### src/rtl/branch_resolve_if.sv
// ---------------------------------------------------------------------------
// branch_resolve_if
// Groups the signals between the ID-stage branch resolve unit and its
// neighbours (ID operand/decode info, IF prediction, IF redirect handshake,
// later-stage flush, branch predictor update).
//   master : the pipeline side; drives the instruction, prediction,
//            flush_in and redirect_ready, and receives redirect, flush,
//            stall and predictor update.
//   slave  : the resolve unit itself.
// ---------------------------------------------------------------------------
interface branch_resolve_if #(
   parameter int XLEN = 32
);
   logic            id_valid;
   logic            is_sb_type;
   logic            is_jal;
   logic            is_jalr;
   logic [XLEN-1:0] id_pc;
   logic [XLEN-1:0] id_imm;
   logic [XLEN-1:0] rs1_data;
   logic            zero;
   logic            opnd_ready;
   logic            pred_taken;
   logic [XLEN-1:0] pred_target;
   logic            flush_in;
   logic            redirect_ready;

   logic            redirect_valid;
   logic [XLEN-1:0] redirect_pc;
   logic            flush_ifid;
   logic            id_stall;
   logic            bp_upd_valid;
   logic [XLEN-1:0] bp_upd_pc;
   logic            bp_upd_taken;
   logic [XLEN-1:0] bp_upd_target;

   modport master (
      output id_valid, is_sb_type, is_jal, is_jalr, id_pc, id_imm, rs1_data,
             zero, opnd_ready, pred_taken, pred_target, flush_in,
             redirect_ready,
      input  redirect_valid, redirect_pc, flush_ifid, id_stall,
             bp_upd_valid, bp_upd_pc, bp_upd_taken, bp_upd_target
   );

   modport slave (
      input  id_valid, is_sb_type, is_jal, is_jalr, id_pc, id_imm, rs1_data,
             zero, opnd_ready, pred_taken, pred_target, flush_in,
             redirect_ready,
      output redirect_valid, redirect_pc, flush_ifid, id_stall,
             bp_upd_valid, bp_upd_pc, bp_upd_taken, bp_upd_target
   );
endinterface

### src/rtl/branch_resolve_unit.sv
// ---------------------------------------------------------------------------
// branch_resolve_unit
// Resolves the slot-0 control-flow instruction in ID (SB-type, JAL, JALR)
// against the IF prediction. A mispredict raises a held redirect to IF
// together with an IF/ID flush; every resolution emits a one-cycle branch
// predictor update; mispredicts are counted in a saturating counter.
// ID is stalled while the branch operands cannot be forwarded yet.
// Ports:
//   clk, rst_n     : clock, synchronous active-low reset
//   bus (slave)    : instruction/prediction inputs, redirect handshake,
//                    flush_ifid, id_stall, predictor update outputs
//   mispredict_cnt : saturating mispredict count
// ---------------------------------------------------------------------------
module branch_resolve_unit #(
   parameter int XLEN  = 32,
   parameter int CNT_W = 16
) (
   input  logic               clk,
   input  logic               rst_n,
   branch_resolve_if.slave    bus,
   output logic [CNT_W-1:0]   mispredict_cnt
);

   typedef enum logic [1:0] {
      S_IDLE,
      S_WAIT,
      S_REDIR
   } state_t;

   state_t state_q, state_d;

   function automatic logic [CNT_W-1:0] sat_inc(input logic [CNT_W-1:0] v);
      return (&v) ? v : v + CNT_W'(1);
   endfunction

   logic            ctrl;
   logic            taken;
   logic [XLEN-1:0] target_sum;
   logic [XLEN-1:0] target;
   logic [XLEN-1:0] correct_pc;
   logic            mispredict;
   logic            resolve;
   logic            id_stall;

   logic            vld_p1;
   logic [XLEN-1:0] bp_pc_p1;
   logic            bp_taken_p1;
   logic [XLEN-1:0] bp_target_p1;
   logic [XLEN-1:0] redirect_pc_p1;
   logic [CNT_W-1:0] cnt_p1;

   // Stage 0: combinational outcome and target of the instruction in ID
   assign ctrl       = bus.id_valid & (bus.is_sb_type | bus.is_jal | bus.is_jalr);
   assign taken      = bus.is_sb_type ? bus.zero : 1'b1;
   assign target_sum = bus.is_jalr ? (bus.rs1_data + bus.id_imm)
                                   : (bus.id_pc + bus.id_imm);
   // JALR clears bit 0 of the computed address
   assign target     = bus.is_jalr ? (target_sum & ~XLEN'(1)) : target_sum;
   assign mispredict = (taken != bus.pred_taken) |
                       (taken & (bus.pred_target != target));
   assign correct_pc = taken ? target : bus.id_pc + XLEN'(4);

   // While a redirect is outstanding the ID contents are wrong-path
   assign resolve = (state_q != S_REDIR) & ctrl & bus.opnd_ready & ~bus.flush_in;

   always_comb begin
      state_d  = state_q;
      id_stall = 1'b0;
      if (bus.flush_in) begin
         state_d = S_IDLE;
      end else begin
         case (state_q)
            S_IDLE, S_WAIT: begin
               if (ctrl & ~bus.opnd_ready) begin
                  state_d  = S_WAIT;
                  id_stall = 1'b1;
               end else if (resolve & mispredict) begin
                  state_d = S_REDIR;
               end else begin
                  state_d = S_IDLE;
               end
            end
            S_REDIR: begin
               if (bus.redirect_ready) state_d = S_IDLE;
            end
            default: state_d = S_IDLE;
         endcase
      end
   end

   // Stage 1: registered predictor update, redirect target and counter
   always_ff @(posedge clk) begin
      if (!rst_n) begin
         state_q        <= S_IDLE;
         vld_p1         <= 1'b0;
         bp_pc_p1       <= '0;
         bp_taken_p1    <= 1'b0;
         bp_target_p1   <= '0;
         redirect_pc_p1 <= '0;
         cnt_p1         <= '0;
      end else begin
         state_q <= state_d;
         vld_p1  <= resolve;
         if (resolve) begin
            bp_pc_p1     <= bus.id_pc;
            bp_taken_p1  <= taken;
            bp_target_p1 <= target;
         end
         if (resolve & mispredict) begin
            redirect_pc_p1 <= correct_pc;
            cnt_p1         <= sat_inc(cnt_p1);
         end
      end
   end

   assign bus.redirect_valid = (state_q == S_REDIR);
   assign bus.flush_ifid     = (state_q == S_REDIR);
   assign bus.redirect_pc    = redirect_pc_p1;
   assign bus.id_stall       = id_stall;
   assign bus.bp_upd_valid   = vld_p1;
   assign bus.bp_upd_pc      = bp_pc_p1;
   assign bus.bp_upd_taken   = bp_taken_p1;
   assign bus.bp_upd_target  = bp_target_p1;
   assign mispredict_cnt     = cnt_p1;

endmodule
### src/flat_wrapper.sv
// flat-port wrapper written by rule: the top's interface ports become plain ports
module branch_resolve_unit_flat 
#(
   parameter int XLEN  = 32,
   parameter int CNT_W = 16
)
  (clk, rst_n, mispredict_cnt, bus_id_valid, bus_is_sb_type, bus_is_jal, bus_is_jalr, bus_id_pc, bus_id_imm, bus_rs1_data, bus_zero, bus_opnd_ready, bus_pred_taken, bus_pred_target, bus_flush_in, bus_redirect_ready, bus_redirect_valid, bus_redirect_pc, bus_flush_ifid, bus_id_stall, bus_bp_upd_valid, bus_bp_upd_pc, bus_bp_upd_taken, bus_bp_upd_target);
  branch_resolve_if #(.XLEN(XLEN)) bus_i ();
  input  logic clk;
  input  logic rst_n;
  output logic [CNT_W-1:0] mispredict_cnt;
  input wire logic [$bits(bus_i.id_valid)-1:0] bus_id_valid;
  input wire logic [$bits(bus_i.is_sb_type)-1:0] bus_is_sb_type;
  input wire logic [$bits(bus_i.is_jal)-1:0] bus_is_jal;
  input wire logic [$bits(bus_i.is_jalr)-1:0] bus_is_jalr;
  input wire logic [$bits(bus_i.id_pc)-1:0] bus_id_pc;
  input wire logic [$bits(bus_i.id_imm)-1:0] bus_id_imm;
  input wire logic [$bits(bus_i.rs1_data)-1:0] bus_rs1_data;
  input wire logic [$bits(bus_i.zero)-1:0] bus_zero;
  input wire logic [$bits(bus_i.opnd_ready)-1:0] bus_opnd_ready;
  input wire logic [$bits(bus_i.pred_taken)-1:0] bus_pred_taken;
  input wire logic [$bits(bus_i.pred_target)-1:0] bus_pred_target;
  input wire logic [$bits(bus_i.flush_in)-1:0] bus_flush_in;
  input wire logic [$bits(bus_i.redirect_ready)-1:0] bus_redirect_ready;
  output wire logic [$bits(bus_i.redirect_valid)-1:0] bus_redirect_valid;
  output wire logic [$bits(bus_i.redirect_pc)-1:0] bus_redirect_pc;
  output wire logic [$bits(bus_i.flush_ifid)-1:0] bus_flush_ifid;
  output wire logic [$bits(bus_i.id_stall)-1:0] bus_id_stall;
  output wire logic [$bits(bus_i.bp_upd_valid)-1:0] bus_bp_upd_valid;
  output wire logic [$bits(bus_i.bp_upd_pc)-1:0] bus_bp_upd_pc;
  output wire logic [$bits(bus_i.bp_upd_taken)-1:0] bus_bp_upd_taken;
  output wire logic [$bits(bus_i.bp_upd_target)-1:0] bus_bp_upd_target;
  assign bus_i.id_valid = bus_id_valid;
  assign bus_i.is_sb_type = bus_is_sb_type;
  assign bus_i.is_jal = bus_is_jal;
  assign bus_i.is_jalr = bus_is_jalr;
  assign bus_i.id_pc = bus_id_pc;
  assign bus_i.id_imm = bus_id_imm;
  assign bus_i.rs1_data = bus_rs1_data;
  assign bus_i.zero = bus_zero;
  assign bus_i.opnd_ready = bus_opnd_ready;
  assign bus_i.pred_taken = bus_pred_taken;
  assign bus_i.pred_target = bus_pred_target;
  assign bus_i.flush_in = bus_flush_in;
  assign bus_i.redirect_ready = bus_redirect_ready;
  assign bus_redirect_valid = bus_i.redirect_valid;
  assign bus_redirect_pc = bus_i.redirect_pc;
  assign bus_flush_ifid = bus_i.flush_ifid;
  assign bus_id_stall = bus_i.id_stall;
  assign bus_bp_upd_valid = bus_i.bp_upd_valid;
  assign bus_bp_upd_pc = bus_i.bp_upd_pc;
  assign bus_bp_upd_taken = bus_i.bp_upd_taken;
  assign bus_bp_upd_target = bus_i.bp_upd_target;
  branch_resolve_unit #(.XLEN(XLEN), .CNT_W(CNT_W)) u_core (.clk(clk), .rst_n(rst_n), .bus(bus_i), .mispredict_cnt(mispredict_cnt));
endmodule
### config.mk
export PLATFORM = sky130hd
export DESIGN_NAME = branch_resolve_unit_flat
export DESIGN_NICKNAME = d
export VERILOG_FILES = /design/src/rtl/branch_resolve_if.sv /design/src/rtl/branch_resolve_unit.sv /design/src/flat_wrapper.sv
export SDC_FILE = /design/constraint.sdc
export NUM_CORES = 1
export LEC_CHECK = 0
export ABC_AREA = 1
export CORE_MARGIN = 4
export CORE_UTILIZATION = 25
export CTS_BUF_LIST = sky130_fd_sc_hd__clkbuf_8
export DETAILED_ROUTE_END_ITERATION = 12
export GPL_TIMING_DRIVEN = 0
export PLACE_DENSITY = 0.54
export SLEW_MARGIN = 40
export SYNTH_ARGS = -nofsm -noshare
export SYNTH_HDL_FRONTEND = slang
export SYNTH_SLANG_ARGS = --single-unit
### constraint.sdc
create_clock -name clk -period 4.7 [get_ports clk]
set_input_delay 1.41 -clock clk [delete_from_list [all_inputs] [get_ports clk]]
set_output_delay 1.41 -clock clk [all_outputs]
set_load 0.01 [all_outputs]
==> metrics.csv <==
stage,metric,value,unit
yosys,Mapped Avg Cell Area,5.748,um^2
cts,CTS tree,done,
timing,minimum clock period,4.554,ns
worst_setup_path,worst reg-to-reg setup slack,2.37,ns
timing,worst rel slew slack,0.5535,
worst_setup_path,Critical Path Slowest Stage Cell,clkdlybuf4s50_1,
cts,Num CTS Buffers,17,
global_route,GRT overflow,0,
finish,area growth from synthesis to layout,42.54,%
cts,CTS sink cnt,116,
drt,Post-route DRC,0,
yosys,synth unique cells,39,
drt,first drt pass iteration count,6,
finish,"commonest non-fill, non-tap cell in the layout",nand2_1,
finish,share of layout cells above drive strength 1,0.06508,
timing,Worst Tran Pin Value,0.6637,ns
yosys,sequential area share after synthesis,0.2593,
timing,Layout Skew,0.009718,ns
timing,max frequency,0.2196,GHz
die,# rows,69,
timing,"Hold Violations, Final",0,
worst_setup_path,Crit Path Class,input port to flip-flop,
die,Core Area,0.03548,mm^2
yosys,Syn Inst Count,1558,
cts,Clock transition at path regs,0.07,ns
drt,Highest Signal Layer,met4,
yosys,Synth warnings,0,
die,Ports,256,
drt,detailed-route wire length,41.89,mm
timing,Final setup viols,0,
finish,"Core Util, Final",0.3598,
yosys,synthesized area,0.008956,mm^2
drt,Iter 0 DRT Violations,668,
outcome,status,"complete, no violations",
global_route,initial antenna violation count,2,
cts,H-tree depth,4,
cts,clock root buffer,clkbuf_8,
pwr,Pwr Density,265.4,mW/mm^2
finish,most frequent cells in the layout,"nand2_1, clkdlybuf4s50_1, inv_1",
die,chip width,197.3,um
drt,met2 wire len,19.49,mm
drt,via-per-instance ratio,4.643,
die,initial core utilization,0.2524,
timing,Pins Over Slew Limit,0,
drt,WL per Instance,18.15,um
worst_setup_path,CP max stage delay,0.51,ns
yosys,"Net Count, Synth",1731,
finish,Nets,2004,
worst_setup_path,arrival time worst endpoint,4.90,ns
worst_setup_path,"Req. time, crit path",5.05,ns
die,die area,0.03892,mm^2
global_route,gr usage total,0.2082,
cts,worst skew pair latency,0.46,ns
placement,Port Buffers,254,
pwr,Static Leak,6.086,nW
drt,met3 WL post-DR,2.510,mm
placement,hpwl dp,36.07,mm
worst_setup_path,Crit path max-delay family,simple AND/OR/NAND/NOR gates,
yosys,register bit total from synthesis,116,
pwr,Worst VDD drop,170.9,uV
worst_setup_path,Critical Path End Type,flip-flop,
worst_setup_path,cell breakdown of the critical path,clkdlybuf4s50_1 -> inv_2 -> o21ai_1 -> ha_1 -> nand2_1 -> nor2_2 -> inv_2 -> nor2_2 -> nand3_1 -> nand4_1 -> nand2_1 -> nand2_1 -> nand2_1 -> nor2_1 -> nand3_1 -> nor2_2 -> nand2_4 -> nand2_4 -> inv_4 -> buf_4 -> nor2_1 -> nor2_1,
worst_setup_path,most used cell along the critical path,nand2_1,
global_route,global-route wire length before repair,61.42,mm
drt,met1 WL,18.45,mm
min_path,Hold Path Class,flip-flop to flip-flop,
drt,via count,10720,
cts,CTS max path bufs,2,
global_route,vias in the first global route,10560,
worst_setup_path,crit path max fanout,10,
flow_run,Max-Cap Viols,0,
die,Die Span Y,197.3,um
worst_setup_path,Worst Path Buf+Inv,5,
global_route,largest net degree at the start of global routing,17,
placement,global placer's final weighted congestion,0.9265,
timing,setup TNS,0,ns
timing,final period utilization,0.9690,
worst_setup_path,Critical Path Start Type,input port,
drt,Routed Antenna Nets,0,
## sequential cells by signal, summed over array words and instances, names as in the netlist
name                      flops
u_core.bus.bp_upd_pc         32
u_core.bus.bp_upd_taken       1
u_core.bus.bp_upd_target     32
u_core.bus.bp_upd_valid       1
u_core.bus.redirect_pc       32
u_core.mispredict_cnt        16
u_core.state_q                2
## worst reg2reg max path: cells and delay by family (launching register included)
kind	cells	cell delay, ns
simple gates	12	1.36
flops	1	0.39
buf+inv	3	0.24
fa+ha+maj	1	0.21
## per-stage QoR
step | power, mW | std cells | cell area [um^2] | hold WS, ns | setup WS, ns
3_3_place_gp | 2.200 | 2273 | 12080 | 0.4326 | -1.091
2_1_floorplan | 1.688 | 1558 | 8956 | 0.4222 | 0.3085
3_5_place_dp | 2.209 | 2273 | 12080 | 0.4480 | -1.107
4_1_cts | 3.375 | 2305 | 12600 | 0.4607 | 0.002678
6_report | 3.388 | 2308 | 12770 | 0.4680 | 0.1458
5_1_grt | 3.566 | 2307 | 12760 | 0.4868 | -0.004726
## routing by layer
layer  track usage  up-vias
met5             0        -
met4       0.07935        0
met3       0.03343       63
met2        0.3535      349
met1        0.2654     4810
li1              -     5493
## repair_timing
action / in CTS / in global routing
resized for setup: 19 / 75
endpoints found under the setup margin: 49 / 49
setup buffers: 0 / 0
pin swaps: 0 / 3
hold buffers: 0 / 0
## synth_stat cells
cell type | count | area (um^2)
a21oi_1 | 81 | 405.4
a22o_1 | 2 | 17.52
a31oi_1 | 3 | 18.77
and2_1 | 2 | 12.51
buf_1 | 1 | 3.750
buf_2 | 4 | 20.02
buf_4 | 6 | 45.04
buf_6 | 1 | 11.26
clkbuf_1 | 38 | 142.6
clkinv_1 | 1 | 3.750
dfxtp_1 | 116 | 2322
fa_1 | 1 | 20.02
ha_1 | 33 | 412.9
inv_1 | 235 | 882.1
inv_2 | 4 | 15.01
inv_4 | 1 | 6.260
mux2i_1 | 1 | 10.01
nand2_1 | 464 | 1742
nand2_2 | 6 | 37.54
nand2_4 | 1 | 11.26
nand3_1 | 134 | 670.6
nand3_2 | 2 | 20.02
nand3b_1 | 8 | 60.06
nand4_1 | 24 | 150.1
nor2_1 | 179 | 671.9
nor2_2 | 4 | 25.02
nor3_1 | 22 | 110.1
nor3_2 | 1 | 10.01
nor4_1 | 7 | 43.79
o211ai_1 | 13 | 97.59
o21ai_0 | 123 | 615.6
o21ai_1 | 3 | 15.01
o21bai_1 | 3 | 22.52
o31ai_1 | 1 | 7.510
or2_1 | 1 | 6.260
or2_2 | 2 | 12.51
xnor2_1 | 3 | 26.28
xor2_1 | 26 | 227.7
xor3_1 | 1 | 23.77
## final timing paths
path	startpoint	endpoint	cells after the start
max	bus_id_pc[20]	u_core.bus.redirect_pc[27]	22
max reg2reg	u_core.mispredict_cnt[1]	u_core.mispredict_cnt[7]	16
min	u_core.bus.redirect_pc[25]	u_core.bus.redirect_pc[25]	2
min reg2reg	u_core.bus.redirect_pc[25]	u_core.bus.redirect_pc[25]	2
## layout make-up
cell class | instances | area [um^2]
fillers | 3925 | 22720
multi-input cells | 1151 | 5663
repair buffers | 254 | 2547
flip-flops and latches | 116 | 2322
inverters | 241 | 909.6
well taps | 461 | 576.8
clock buffers | 19 | 261.5
plain buffers | 50 | 250.2
clock inverters | 13 | 227.7
diodes | 3 | 7.507
## cell families after synthesis
group                    share of synthesized area
XOR/XNOR                                   0.03101
AO/OA/AOI/OAI                               0.1340
adder cells (fa/ha/maj)                    0.04834
multiplexers                              0.001118
flip-flops                                  0.2593
buffers and inverters                       0.1262
AND/OR/NAND/NOR                             0.4001
## power breakdown
group,internal [mW],total [mW],switching [mW]
Sequential,1.03,1.06,0.0284
Clock,0.712,1.16,0.448
Combinational,0.443,1.17,0.730
(Power assumes the default switching activity.)
==> edit (config.mk and constraints unchanged) <==
Encoding of `state_t`: now one-hot (3 bits for 3 states).
--- a/src/rtl/branch_resolve_unit.sv
+++ b/src/rtl/branch_resolve_unit.sv
@@ -23,6 +23,6 @@
 
-   typedef enum logic [1:0] {
-      S_IDLE,
-      S_WAIT,
-      S_REDIR
+   typedef enum logic [2:0] {
+      S_IDLE  = 3'b001,
+      S_WAIT  = 3'b010,
+      S_REDIR = 3'b100
    } state_t;
Formal check against the unedited RTL: no difference found for any inputs over 4 cycles, from zero or initial values and one cycle with rst_n low; so few cycles prove little.
==> edit against the unedited design <==
  * Via count grew 1.8%
  * Sequential cell count grew 1
  * Wire length grew 4.6%
  * Critical path depth rose by 4
  * Non-clock buffer count is 10 higher
  * Sequential share of layout area shrank 0.24 points
  * Setup slack improved by 0.067 ns
  * Design area is 2.2% higher
  * Synthesized area rose by 1.5%
  * Critical path type unchanged
  * Total power rose by 0.27%
  * Cell count increased by 0.78%
  * Count of clock-buffer cells in the layout grew 1
  * Largest power group unchanged
  * Hold slack worse by 0.0037 ns
==> edit: results (changes against the unedited design) <==
stage	metric	value	unit	change
status	status	completed		
logic_synthesis	synthTopCellsByArea	dfxtp_1 26%, nand2_1 20%, inv_1 9.6%		
placement	hpwlAfterDp	37.3	mm	+3.4%
drt	highest_layer	met5		
drt	dr.first_iter.drc_count	716		+7.2%
finish	drive_gt1_share	9.07	%	+2.6 points
critical_path	r2r_slack	2.07	ns	-0.30 ns
global_route	grtUsageMet3	3.37	%	+0.028 points
placement	gp_congestion	0.986		+6.4%
clock_network	htreeDepth	4		unchanged
critical_path	r2r-start	u_core.state_q[0]$_SDFFE_PP1P_		
critical_path	cp.arrival	4.87	ns	-0.03 ns
logic_synthesis	yosysWarnings	0		unchanged
drt	dr.pass1.iters	7		+1
critical_path	startpoint	bus_id_pc[21]		
logic_synthesis	ys_seq_area_share	25.8	%	-0.17 points
critical_path	r2r-end	u_core.bus.bp_upd_pc[25]$_SDFFE_PN0P_		
power_and_ir_drop	ir_worst_vdd	0.160	mV	-6.2%
placement	port_buffers	253		-0.39%
global_route	met1_usage	29.0	%	+2.4 points
logic_synthesis	synthMuxAreaShare	0.110	%	-0.0017 points
drt	wirelength	43.8	mm	+4.6%
global_route	gr-usage-met2	36.6	%	+1.2 points
logic_synthesis	yosys-top-cells-count	486 x nand2_1, 232 x inv_1, 177 x nor2_1, 119 x o21ai_0, 117 x dfxtp_1		
critical_path	cpPeakStageDelay	0.55	ns	+0.04 ns
timing	finalClockSkew	0.0187	ns	+0.00894 ns
logic_synthesis	synth_fa_ha_area_share	4.76	%	-0.073 points
critical_path	endpoint	u_core.bus.redirect_pc[20]$_SDFFE_PN0P_		
drt	num_vias	10913		+1.8%
finish	nNetsFinal	2024		+1.0%
global_route	track_usage	21.5	%	+0.67 points
logic_synthesis	synth-compound-area-share	12.9	%	-0.49 points
logic_synthesis	synth_nets	1740		+0.52%
power_and_ir_drop	p_leak	6.19	nW	+1.7%
logic_synthesis	ys_types	45		+15%
timing	slew_headroom	46.0	%	-9.4 points
critical_path	cp_max_fo	10		unchanged
clock_network	cts_buffers	17		unchanged
drt	met1Wirelength	19.9	mm	+7.9%
logic_synthesis	post_synth_xor_area_fraction	3.67	%	+0.57 points
drt	met2_length	20.4	mm	+4.5%
drt	wl_met3	2.90	mm	+15%
global_route	grt_pass1_wl	63.5	mm	+3.4%
timing	clock.fmax	223	MHz	+1.5%
critical_path	reg2reg_depth	9		-7
[edit: cell count changes after synthesis, moves of 5 or more]
cell and change:
nand3b_1 +6, clkbuf_1 -5, nand2_1 +22, nand3_1 -21
a21oi_1 -7, nand2_2 +6
[edit: metrics by stage]
step | setup TNS, ns | cells | instance area (µm²) | hold slack (ns) | utilization, %
5_1_grt | -0.114 | 2326 | 13100 | 0.489 | 36.5
3_3_place_gp | -76.71 | 2281 | 12200 | 0.453 | 34.1
4_1_cts | 0 | 2313 | 12700 | 0.468 | 35.5
3_5_place_dp | -78.23 | 2281 | 12200 | 0.456 | 34.1
2_1_floorplan | 0 | 1567 | 9090 | 0.487 | -
6_report | 0 | 2326 | 13100 | 0.464 | 36.5
[edit: layout make-up]
class                           count  area, µm²
Clock buffer                       20        275
Sequential cell                   117       2340
Timing Repair Buffer              265       2640
Inverter                          239        900
Antenna cell                        1       2.50
Tap cell                          461        577
Multi-Input combinational cell   1162       5870
Buffer                             49        274
Fill cell                        3995      22700
Clock inverter                     12        175
[edit: worst min-delay path by stage]
| stage | slack [ns] | end | cells after the start | startpoint |
|---|---|---|---|---|
| 2_1_floorplan | 0.49 | u_core.bus.redirect_pc[24]$_SDFFE_PN0P_ | 2 | u_core.bus.redirect_pc[24]$_SDFFE_PN0P_ |
| 3_3_place_gp | 0.45 | u_core.bus.redirect_pc[31]$_SDFFE_PN0P_ | 2 | u_core.bus.redirect_pc[31]$_SDFFE_PN0P_ |
| 3_5_place_dp | 0.46 | u_core.bus.redirect_pc[29]$_SDFFE_PN0P_ | 2 | u_core.bus.redirect_pc[29]$_SDFFE_PN0P_ |
| 4_1_cts | 0.47 | u_core.bus.redirect_pc[29]$_SDFFE_PN0P_ | 2 | u_core.bus.redirect_pc[29]$_SDFFE_PN0P_ |
| 5_1_grt | 0.49 | u_core.bus.redirect_pc[29]$_SDFFE_PN0P_ | 2 | u_core.bus.redirect_pc[29]$_SDFFE_PN0P_ |
| 6_report | 0.46 | u_core.bus.redirect_pc[29]$_SDFFE_PN0P_ | 2 | u_core.bus.redirect_pc[29]$_SDFFE_PN0P_ |
[edit: repair_timing]
item / 4_1_cts / 5_1_grt
pin swaps: 0 / 14
setup endpoints to repair: 57 / 50
setup buffers: 0 / 12
resized for setup: 21 / 103
[edit: power breakdown]
part / internal, mW / switching, mW
sequential: 1.04 / 0.0297
clock: 0.620 / 0.470
combinational: 0.474 / 0.768
[edit: worst reg2reg max path, stage by stage, from the launching register on]
cell and delay [ns]:
dfxtp_1 0.33, nor2_1 0.05, inv_1 0.08, nor2_1 0.08
nor3_1 0.13, nand2_1 0.20, inv_2 0.30, clkbuf_1 0.58
buf_1 0.60, a21oi_1 0.16
